`src/rtl/demux_rr_pkg.sv`:
```
// Shared constants for the round-robin 1x8 demux sequencer: channel count,
// select width, FSM encoding and a one-hot helper.
package demux_rr_pkg;

   localparam int NCH  = 8;
   localparam int SELW = 3;

   // Two-state holding FSM: EMPTY has no word, FULL holds one word.
   localparam logic [0:0] ST_EMPTY = 1'b0;
   localparam logic [0:0] ST_FULL  = 1'b1;

   // Build a one-hot channel vector from a channel index.
   function automatic logic [NCH-1:0] onehot(input logic [SELW-1:0] idx);
      return NCH'(1) << idx;
   endfunction

endpackage

```
`src/rtl/demux_rr_pick.sv`:
```
// Combinational circular priority picker: returns the first set mask bit
// found searching upward from start (wrapping 7->0), optionally skipping
// one excluded index.
module demux_rr_pick
   import demux_rr_pkg::*;
(
   input  logic [NCH-1:0]  mask,
   input  logic [SELW-1:0] start,
   input  logic            excl_en,
   input  logic [SELW-1:0] excl_idx,
   output logic [SELW-1:0] idx,
   output logic            found
);

   logic [SELW-1:0] cand;

   // Walk all channels once starting at 'start'; the first eligible one wins.
   always_comb begin
      idx   = '0;
      found = 1'b0;
      cand  = '0;
      for (int i = 0; i < NCH; i++) begin
         cand = start + SELW'(i);
         if (!found && mask[cand] && !(excl_en && (cand == excl_idx))) begin
            idx   = cand;
            found = 1'b1;
         end
      end
   end

endmodule

```
`src/rtl/demux_rr_ctrl.sv`:
```
// Round-robin sequencer for a 1x8 demux: accepts one valid/ready stream,
// holds one word in an output register and steers it to the next enabled
// channel in circular order.
// Optional build macro DEMUX_RR_STALL_SKIP_EN: a word stuck for STALL_LIMIT
// cycles on a non-ready channel is redirected to the next enabled channel.
module demux_rr_ctrl
   import demux_rr_pkg::*;
#(
   parameter int DW          = 8,
   parameter int STALL_LIMIT = 15
) (
   input  logic            clk,
   input  logic            rst_n,
   input  logic            en,
   input  logic [NCH-1:0]  chan_mask,
   input  logic            in_valid,
   input  logic [DW-1:0]   in_data,
   output logic            in_ready,
   output logic [DW-1:0]   out_data,
   output logic [SELW-1:0] out_sel,
   output logic [NCH-1:0]  out_valid,
   input  logic [NCH-1:0]  out_ready,
   output logic            busy,
   output logic            frame_done
);

   if (STALL_LIMIT < 1) begin : g_bad_limit
      $error("demux_rr_ctrl: STALL_LIMIT must be at least 1");
   end

   logic [0:0]      state_q, state_d;
   logic [SELW-1:0] ptr_q, ptr_d;
   logic [SELW-1:0] sel_q, sel_d;
   logic [DW-1:0]   data_q, data_d;
   logic [NCH-1:0]  valid_q, valid_d;
   logic            frame_q, frame_d;

   logic [SELW-1:0] pick_idx;
   logic            pick_found;
   logic [SELW-1:0] hi_idx;
   logic            xfer_out;
   logic            accept;
   logic            redirect;
   logic [SELW-1:0] alt_idx;

   // Next channel for a fresh word, searching from the round-robin pointer.
   demux_rr_pick u_pick (
      .mask     (chan_mask),
      .start    (ptr_q),
      .excl_en  (1'b0),
      .excl_idx ('0),
      .idx      (pick_idx),
      .found    (pick_found)
   );

   assign xfer_out = (state_q == ST_FULL) && out_ready[sel_q];
   // pick_found is equivalent to a non-empty mask; in_valid never feeds in_ready.
   assign in_ready = en && pick_found && ((state_q == ST_EMPTY) || xfer_out);
   assign accept   = in_valid && in_ready;

   // Highest enabled channel marks the end of a frame.
   always_comb begin
      hi_idx = '0;
      for (int i = 0; i < NCH; i++) begin
         if (chan_mask[i]) hi_idx = SELW'(i);
      end
   end

`ifdef DEMUX_RR_STALL_SKIP_EN
   localparam int CW = $clog2(STALL_LIMIT + 1);

   logic [CW-1:0] stall_q, stall_d;
   logic          stalled;
   logic          at_limit;
   logic          alt_found;

   // Alternative channel for a stuck word: any enabled channel but the current one.
   demux_rr_pick u_alt_pick (
      .mask     (chan_mask),
      .start    (ptr_q),
      .excl_en  (1'b1),
      .excl_idx (sel_q),
      .idx      (alt_idx),
      .found    (alt_found)
   );

   assign stalled  = (state_q == ST_FULL) && !out_ready[sel_q];
   assign at_limit = (stall_q >= CW'(STALL_LIMIT - 1));
   assign redirect = stalled && at_limit && alt_found;

   // Count consecutive stalled cycles; saturate when there is nowhere to go.
   always_comb begin
      stall_d = stall_q;
      if (accept || xfer_out) begin
         stall_d = '0;
      end else if (stalled) begin
         if (at_limit) stall_d = alt_found ? '0 : CW'(STALL_LIMIT);
         else          stall_d = stall_q + 1'b1;
      end
   end

   // Stall counter register.
   always_ff @(posedge clk or negedge rst_n) begin
      if (!rst_n) stall_q <= '0;
      else        stall_q <= stall_d;
   end
`else
   assign redirect = 1'b0;
   assign alt_idx  = '0;
`endif

   // Load, drain or redirect the held word and advance the pointer.
   always_comb begin
      state_d = state_q;
      ptr_d   = ptr_q;
      sel_d   = sel_q;
      data_d  = data_q;
      valid_d = valid_q;
      frame_d = xfer_out && (sel_q >= hi_idx);
      if (accept) begin
         state_d = ST_FULL;
         data_d  = in_data;
         sel_d   = pick_idx;
         valid_d = onehot(pick_idx);
         ptr_d   = pick_idx + 1'b1;
      end else if (xfer_out) begin
         state_d = ST_EMPTY;
         valid_d = '0;
      end else if (redirect) begin
         sel_d   = alt_idx;
         valid_d = onehot(alt_idx);
         ptr_d   = alt_idx + 1'b1;
      end
   end

   // State registers; reset discards any held word at once.
   always_ff @(posedge clk or negedge rst_n) begin
      if (!rst_n) begin
         state_q <= ST_EMPTY;
         ptr_q   <= '0;
         sel_q   <= '0;
         data_q  <= '0;
         valid_q <= '0;
         frame_q <= 1'b0;
      end else begin
         state_q <= state_d;
         ptr_q   <= ptr_d;
         sel_q   <= sel_d;
         data_q  <= data_d;
         valid_q <= valid_d;
         frame_q <= frame_d;
      end
   end

   assign out_data   = data_q;
   assign out_sel    = sel_q;
   assign out_valid  = valid_q;
   assign busy       = (state_q == ST_FULL);
   assign frame_done = frame_q;

endmodule

```
`config.mk`:
```
export PLATFORM = sky130hd
export DESIGN_NAME = demux_rr_ctrl
export DESIGN_NICKNAME = d
export VERILOG_FILES = /design/src/rtl/demux_rr_pkg.sv /design/src/rtl/demux_rr_pick.sv /design/src/rtl/demux_rr_ctrl.sv
export SDC_FILE = /design/constraint.sdc
export NUM_CORES = 1
export LEC_CHECK = 0
export ABC_AREA = 1
export CAP_MARGIN = 20
export CORE_ASPECT_RATIO = 0.7
export CORE_MARGIN = 3
export CORE_UTILIZATION = 40
export DETAILED_ROUTE_END_ITERATION = 8
export GPL_ROUTABILITY_DRIVEN = 0
export PLACE_DENSITY = 0.67
export SLEW_MARGIN = 10
export SYNTH_ARGS = -nofsm -noshare
export SYNTH_HDL_FRONTEND = slang
export SYNTH_HIERARCHICAL = 1
export SYNTH_SLANG_ARGS = --single-unit
```
`constraint.sdc`:
```
create_clock -name clk -period 7.55 [get_ports clk]
set_input_delay 1.51 -clock clk [delete_from_list [all_inputs] [get_ports clk]]
set_output_delay 1.51 -clock clk [all_outputs]
set_load 0.1 [all_outputs]
```
# Yosys cells after proc, flatten, opt, wreduce, memory -nomap -nowiden
# Cells that the tools add are included.
[word_totals]
regBits = 24
inputBits = 28
out_inout_bits = 22
elab_cells = 92
[op_classes]
addsub = 8
magnitude_cmp = 10
n_shift = 1
n_mux = 45
n_bitwise = 1
reduce_logical = 21
[ops]
columns = ["op", "count"]
rows = [
  ["less-than comparator 3 x 4 -> 1 bit, second input constant", 9],
  ["2-to-1 mux 3 bit", 12],
  ["binary-select mux 1 bit (select 3 bit)", 9],
  ["2-to-1 mux 1 bit", 20],
  ["2-to-1 mux 8 bit", 2],
  ["adder 3 bit, second input constant", 4],
  ["logical AND 1 bit", 12],
  ["<< shifter 1 x 3 -> 8 bit, first input constant", 1],
  ["logical NOT 1 bit", 7],
  ["adder 3 x 1 -> 3 bit, second input constant", 2],
  ["adder 3 x 2 -> 3 bit, second input constant", 2],
  ["2-to-1 mux 2 bit", 2],
  [">= comparator 3 bit", 1],
  ["nonzero test 2 bit", 1],
  ["logical OR 1 bit", 1],
  ["inverter 1 bit", 1],
]

# Longest topological paths before layout
[logic_depth]
ltp_word = 28
mapped_depth = 25
mapped_depth_nobuf = 23

# By module
# Netlist, hierarchy kept.
[by_module_without_submodules]
columns = ["mod", "instances", "cells_each", "area_each_um2"]
rows = [
  ["demux_rr_ctrl", 1, 161, 1321.3],
  ["demux_rr_pick", 1, 195, 1073.5],
]

# Worst setup path after synthesis
# OpenSTA, ideal clock, no wires.
[synth_path]
path_kind = "input port to output port"
startpoint = "in chan_mask[0]"
endpoint = "out in_ready"
arrival_time_ns = 2.871
slack_ns = 3.169
cell_stages = 13
n_path_buf = 1
path_cell_list = "nand2_1 nand3_1 nand2_1 nand2_1 nand2_1 nor2_2 nor2_8 nand3_2 nor2_4 o21ai_1 nand2_1 a21oi_4 buf_6"
[synth_between]
elab_chain_len = 26
[synth_rtl]
columns = ["element", "line", "source"]
rows = [
  ["start: declaration", "demux_rr_ctrl.sv:15", "input logic [NCH-1:0] chan_mask,"],
  ["binary-select mux 1 bit (select 3 bit)", "demux_rr_pick.sv:24", "if (!found && mask[cand] && !(excl_en && (cand == excl_idx))) begin"],
  ["2-to-1 mux 1 bit (not written as such)", "demux_rr_pick.sv:24", ""],
  ["2-to-1 mux 1 bit", "demux_rr_pick.sv:24", ""],
  ["logical NOT 1 bit", "demux_rr_pick.sv:24", ""],
  ["logical AND 1 bit", "demux_rr_pick.sv:24", ""],
  ["2-to-1 mux 1 bit", "demux_rr_pick.sv:24", ""],
  ["logical NOT 1 bit", "demux_rr_pick.sv:24", ""],
  ["logical AND 1 bit", "demux_rr_pick.sv:24", ""],
  ["(+10 left out)", "n/a", ""],
  ["logical NOT 1 bit", "demux_rr_pick.sv:24", ""],
  ["logical AND 1 bit", "demux_rr_pick.sv:24", ""],
  ["2-to-1 mux 1 bit", "demux_rr_pick.sv:24", ""],
  ["logical NOT 1 bit", "demux_rr_pick.sv:24", ""],
  ["logical AND 1 bit", "demux_rr_pick.sv:24", ""],
  ["2-to-1 mux 1 bit (*)", "demux_rr_pick.sv:24", ""],
  ["via pick_found", "demux_rr_ctrl.sv:39", "logic pick_found;"],
  ["logical AND 1 bit (*) (2 in a row)", "demux_rr_ctrl.sv:58", "assign in_ready = en && pick_found && ((state_q == ST_EMPTY) || xfer_out);"],
  ["end: declaration", "demux_rr_ctrl.sv:18", "output logic in_ready,"],
]
# Mark *: on every way through the listed nets, which the timed path passes. The rest lies on a longest branch. The select of a mux whose other input is x is not followed.

# Worst setup path after layout
[layout_path]
startpoint = "in chan_mask[6]"
endpoint = "out in_ready"
# The elaborated chain is that of the path after synthesis.

==> results.tsv <==
stage	metric	value	unit
finish	most common cell after layout, fill and taps aside	nand2_1	
min_path	Hold Crit Class	register to register	
finish	fin cells	484	
detailed_routing	vias per std cell	4.93	
detailed_routing	Remaining DRCs	0	
clock_tree	post_cts resized	0	
sta	final setup TNS	0	ns
clock_tree	CTS tree	yes	
sta	fin crit period	6.29	ns
detailed_routing	vias	2388	
global_route	number of global-route vias before repair	2065	
critical_path	CP Capture Type	primary output	
yosys	post-synthesis sequential area ratio	0.251	
floorplanning	Starting Density	0.435	
clock_tree	post-CTS setup buffer count	0	
floorplanning	die boundary height	70.7	um
global_route	total grt overflow	0	
finish	fill count	556	
finish	Reg area	601	um2
global_route	GRT Total Usage	0.174	
finish	area grow syn2layout	24.9	%
sta	Final Hold Viols	0	
clock_tree	Clock Path Buffers	2	
clock_tree	hold buffer count at cts	0	
critical_path	CP Data Arrival Time	4.78	ns
sta	Fin Clk Skew	0.00511	ns
clock_tree	total CTS buffers	3	
clock_tree	clock slew at reported path FFs	0.09	ns
critical_path	Critical Path RT	6.04	ns
clock_tree	clk sink count	24	
floorplanning	# rows	22	
sta	slew margin rel.	0.339	
yosys	Synth Register Bits	24	
floorplanning	chip width	98.5	um
yosys	Netlist cell types	34	
sta	worst slew pin tran	0.989	ns
clock_tree	Root Driver	clkbuf_8	
global_route	largest net degree at the start of global routing	29	
sta	RSZ-0062 raised after global routing	no	
floorplanning	die area	6970	um2
finish	final core utilization	0.543	
sta	Final setup viols	0	
place	post-DP HPWL	4690	um
finish	commonest cells after routing, fill and taps aside	123 x nand2_1, 59 x nand3_1, 48 x clkdlybuf4s50_1	
sta	Fmax	0.159	GHz
yosys	cells after synthesis	356	
critical_path	worst-path maximum fanout	18	
critical_path	CP Class	input pin to primary output	
detailed_routing	Routed Antenna Nets	0	
finish	Antenna diodes	0	
status	status	complete, no violations	
finish	area of the multi-input gates	1580	um2
detailed_routing	routed length per instance	12.4	um
clock_tree	clk_lat worst skew	0.27	ns
sta	period utilization	0.833	
critical_path	startpoint types	input pin	
yosys	post-synthesis cell area	2390	um2
clock_tree	H-tree Lvls	1	
finish	layout cells sized above 1	0.119	
global_route	global-route wire length before repair	10100	um
yosys	Syn Area/Cell	6.73	um2
detailed_routing	Routed WL	6010	um
place	I/O Buffers	49	
floorplanning	IO Pins	50	
sta	Max Slew Vio Count	0	
detailed_routing	drt pass-1 iters	4	
finish	fin nets	452	
yosys	Ys Warns	6	
detailed_routing	number of DRC markers in iteration 0	159	
place	placed cell count	480	
global_route	initial antenna violation count	0	
job	maxcap violations	0	
floorplanning	Core ar.	5510	um2
final timing paths:
check | slack [ns] | from | depth (start not counted) | endpoint
max in group asynchronous | 5.97 | rst_n | 1 | out_sel[0]$_DFFE_PN0P_
min in group asynchronous | 1.22 | rst_n | 1 | out_data[6]$_DFFE_PN0P_
setup reg to reg | 3.96 | ptr_q[1]$_DFFE_PN0P_ | 17 | ptr_q[2]$_DFFE_PN0P_
hold reg to reg | 0.49 | out_data[6]$_DFFE_PN0P_ | 2 | out_data[6]$_DFFE_PN0P_
hold / removal | 0.49 | out_data[6]$_DFFE_PN0P_ | 2 | out_data[6]$_DFFE_PN0P_
setup / recovery | 1.26 | chan_mask[6] | 14 | in_ready
stage by stage:
step | hold WS (ns) | worst slack, ns | instance area, um2
2_1_floorplan | 0.475 | 3.17 | 2440
3_3_place_gp | 0.465 | 1.30 | 2930
3_5_place_dp | 0.464 | 1.27 | 2930
4_1_cts | 0.488 | 1.25 | 3000
5_1_grt | 0.502 | 0.975 | 2990
6_report | 0.488 | 1.26 | 2990
sequential cells by signal (all words and copies together), names as in the netlist:
signal	flops
out_sel	3
ptr_q	3
out_valid	8
busy	1
frame_done	1
out_data	8
cell families (layout without fill, tap and decap cells):
| logic type | count (synthesis) | count (layout) | share of synthesized area |
|---|---|---|---|
| adders and majority gates | 11 | 11 | 0.0575 |
| other | 1 | 14 | 0.00157 |
| buffers and inverters | 53 | 96 | 0.112 |
| DFF | 24 | 24 | 0.251 |
| xor gates and xnor gates | 2 | 2 | 0.0136 |
| and+or+nand+nor | 252 | 252 | 0.530 |
| AOI/OAI and AO/OA | 13 | 13 | 0.0345 |
critical path, stage by stage:
cell and delay [ns]:
clkdlybuf4s50_1 0.59, nand2_1 0.11, nand3_1 0.13, nand2_2 0.07, nand2_1 0.05, nand2_1 0.04, nor2_1 0.21, inv_1 0.10
nand3_2 0.10, nor2_4 0.05, o21ai_1 0.08, nand2_1 0.11, a21oi_4 0.40, clkdlybuf4s50_1 1.23
Yosys cell counts (all sizes together):
cell type,n,share of area
dfrtp,24,0.25
nand3b,1,0.0031
conb,1,0.0016
nand4,8,0.021
nand3,72,0.19
buf,10,0.041
a31oi,1,0.0026
nor4,1,0.0026
a21oi,4,0.013
o21bai,1,0.0031
ha,11,0.057
inv,43,0.071
xnor2,1,0.0068
nor3,3,0.0063
xor2,1,0.0068
a211oi,1,0.0031
o21ai,6,0.013
nor2,25,0.054
nand2,142,0.25
cell type report:
class                      instances  area share
tap                               72      0.0301
inverter                          43      0.0565
clock buffer                       3      0.0138
clock inverter                     1      0.0100
multi-input combinational        292       0.527
sequential                        24       0.201
timing repair buffer              49       0.162
layer usage:
| metal | global-route usage | part of all wire | vias to the layer above |
|---|---|---|---|
| li1 | - | - | 1240 |
| met5 | 0 | 0 | - |
| met1 | 0.278 | 0.53 | 1073 |
| met2 | 0.237 | 0.39 | 75 |
| met3 | 0.0473 | 0.081 | 0 |
| met4 | 0.0182 | 0 | 0 |
Power is not shown: default switching activity piles up to over one toggle a cycle in this logic, so the estimate is an artifact.
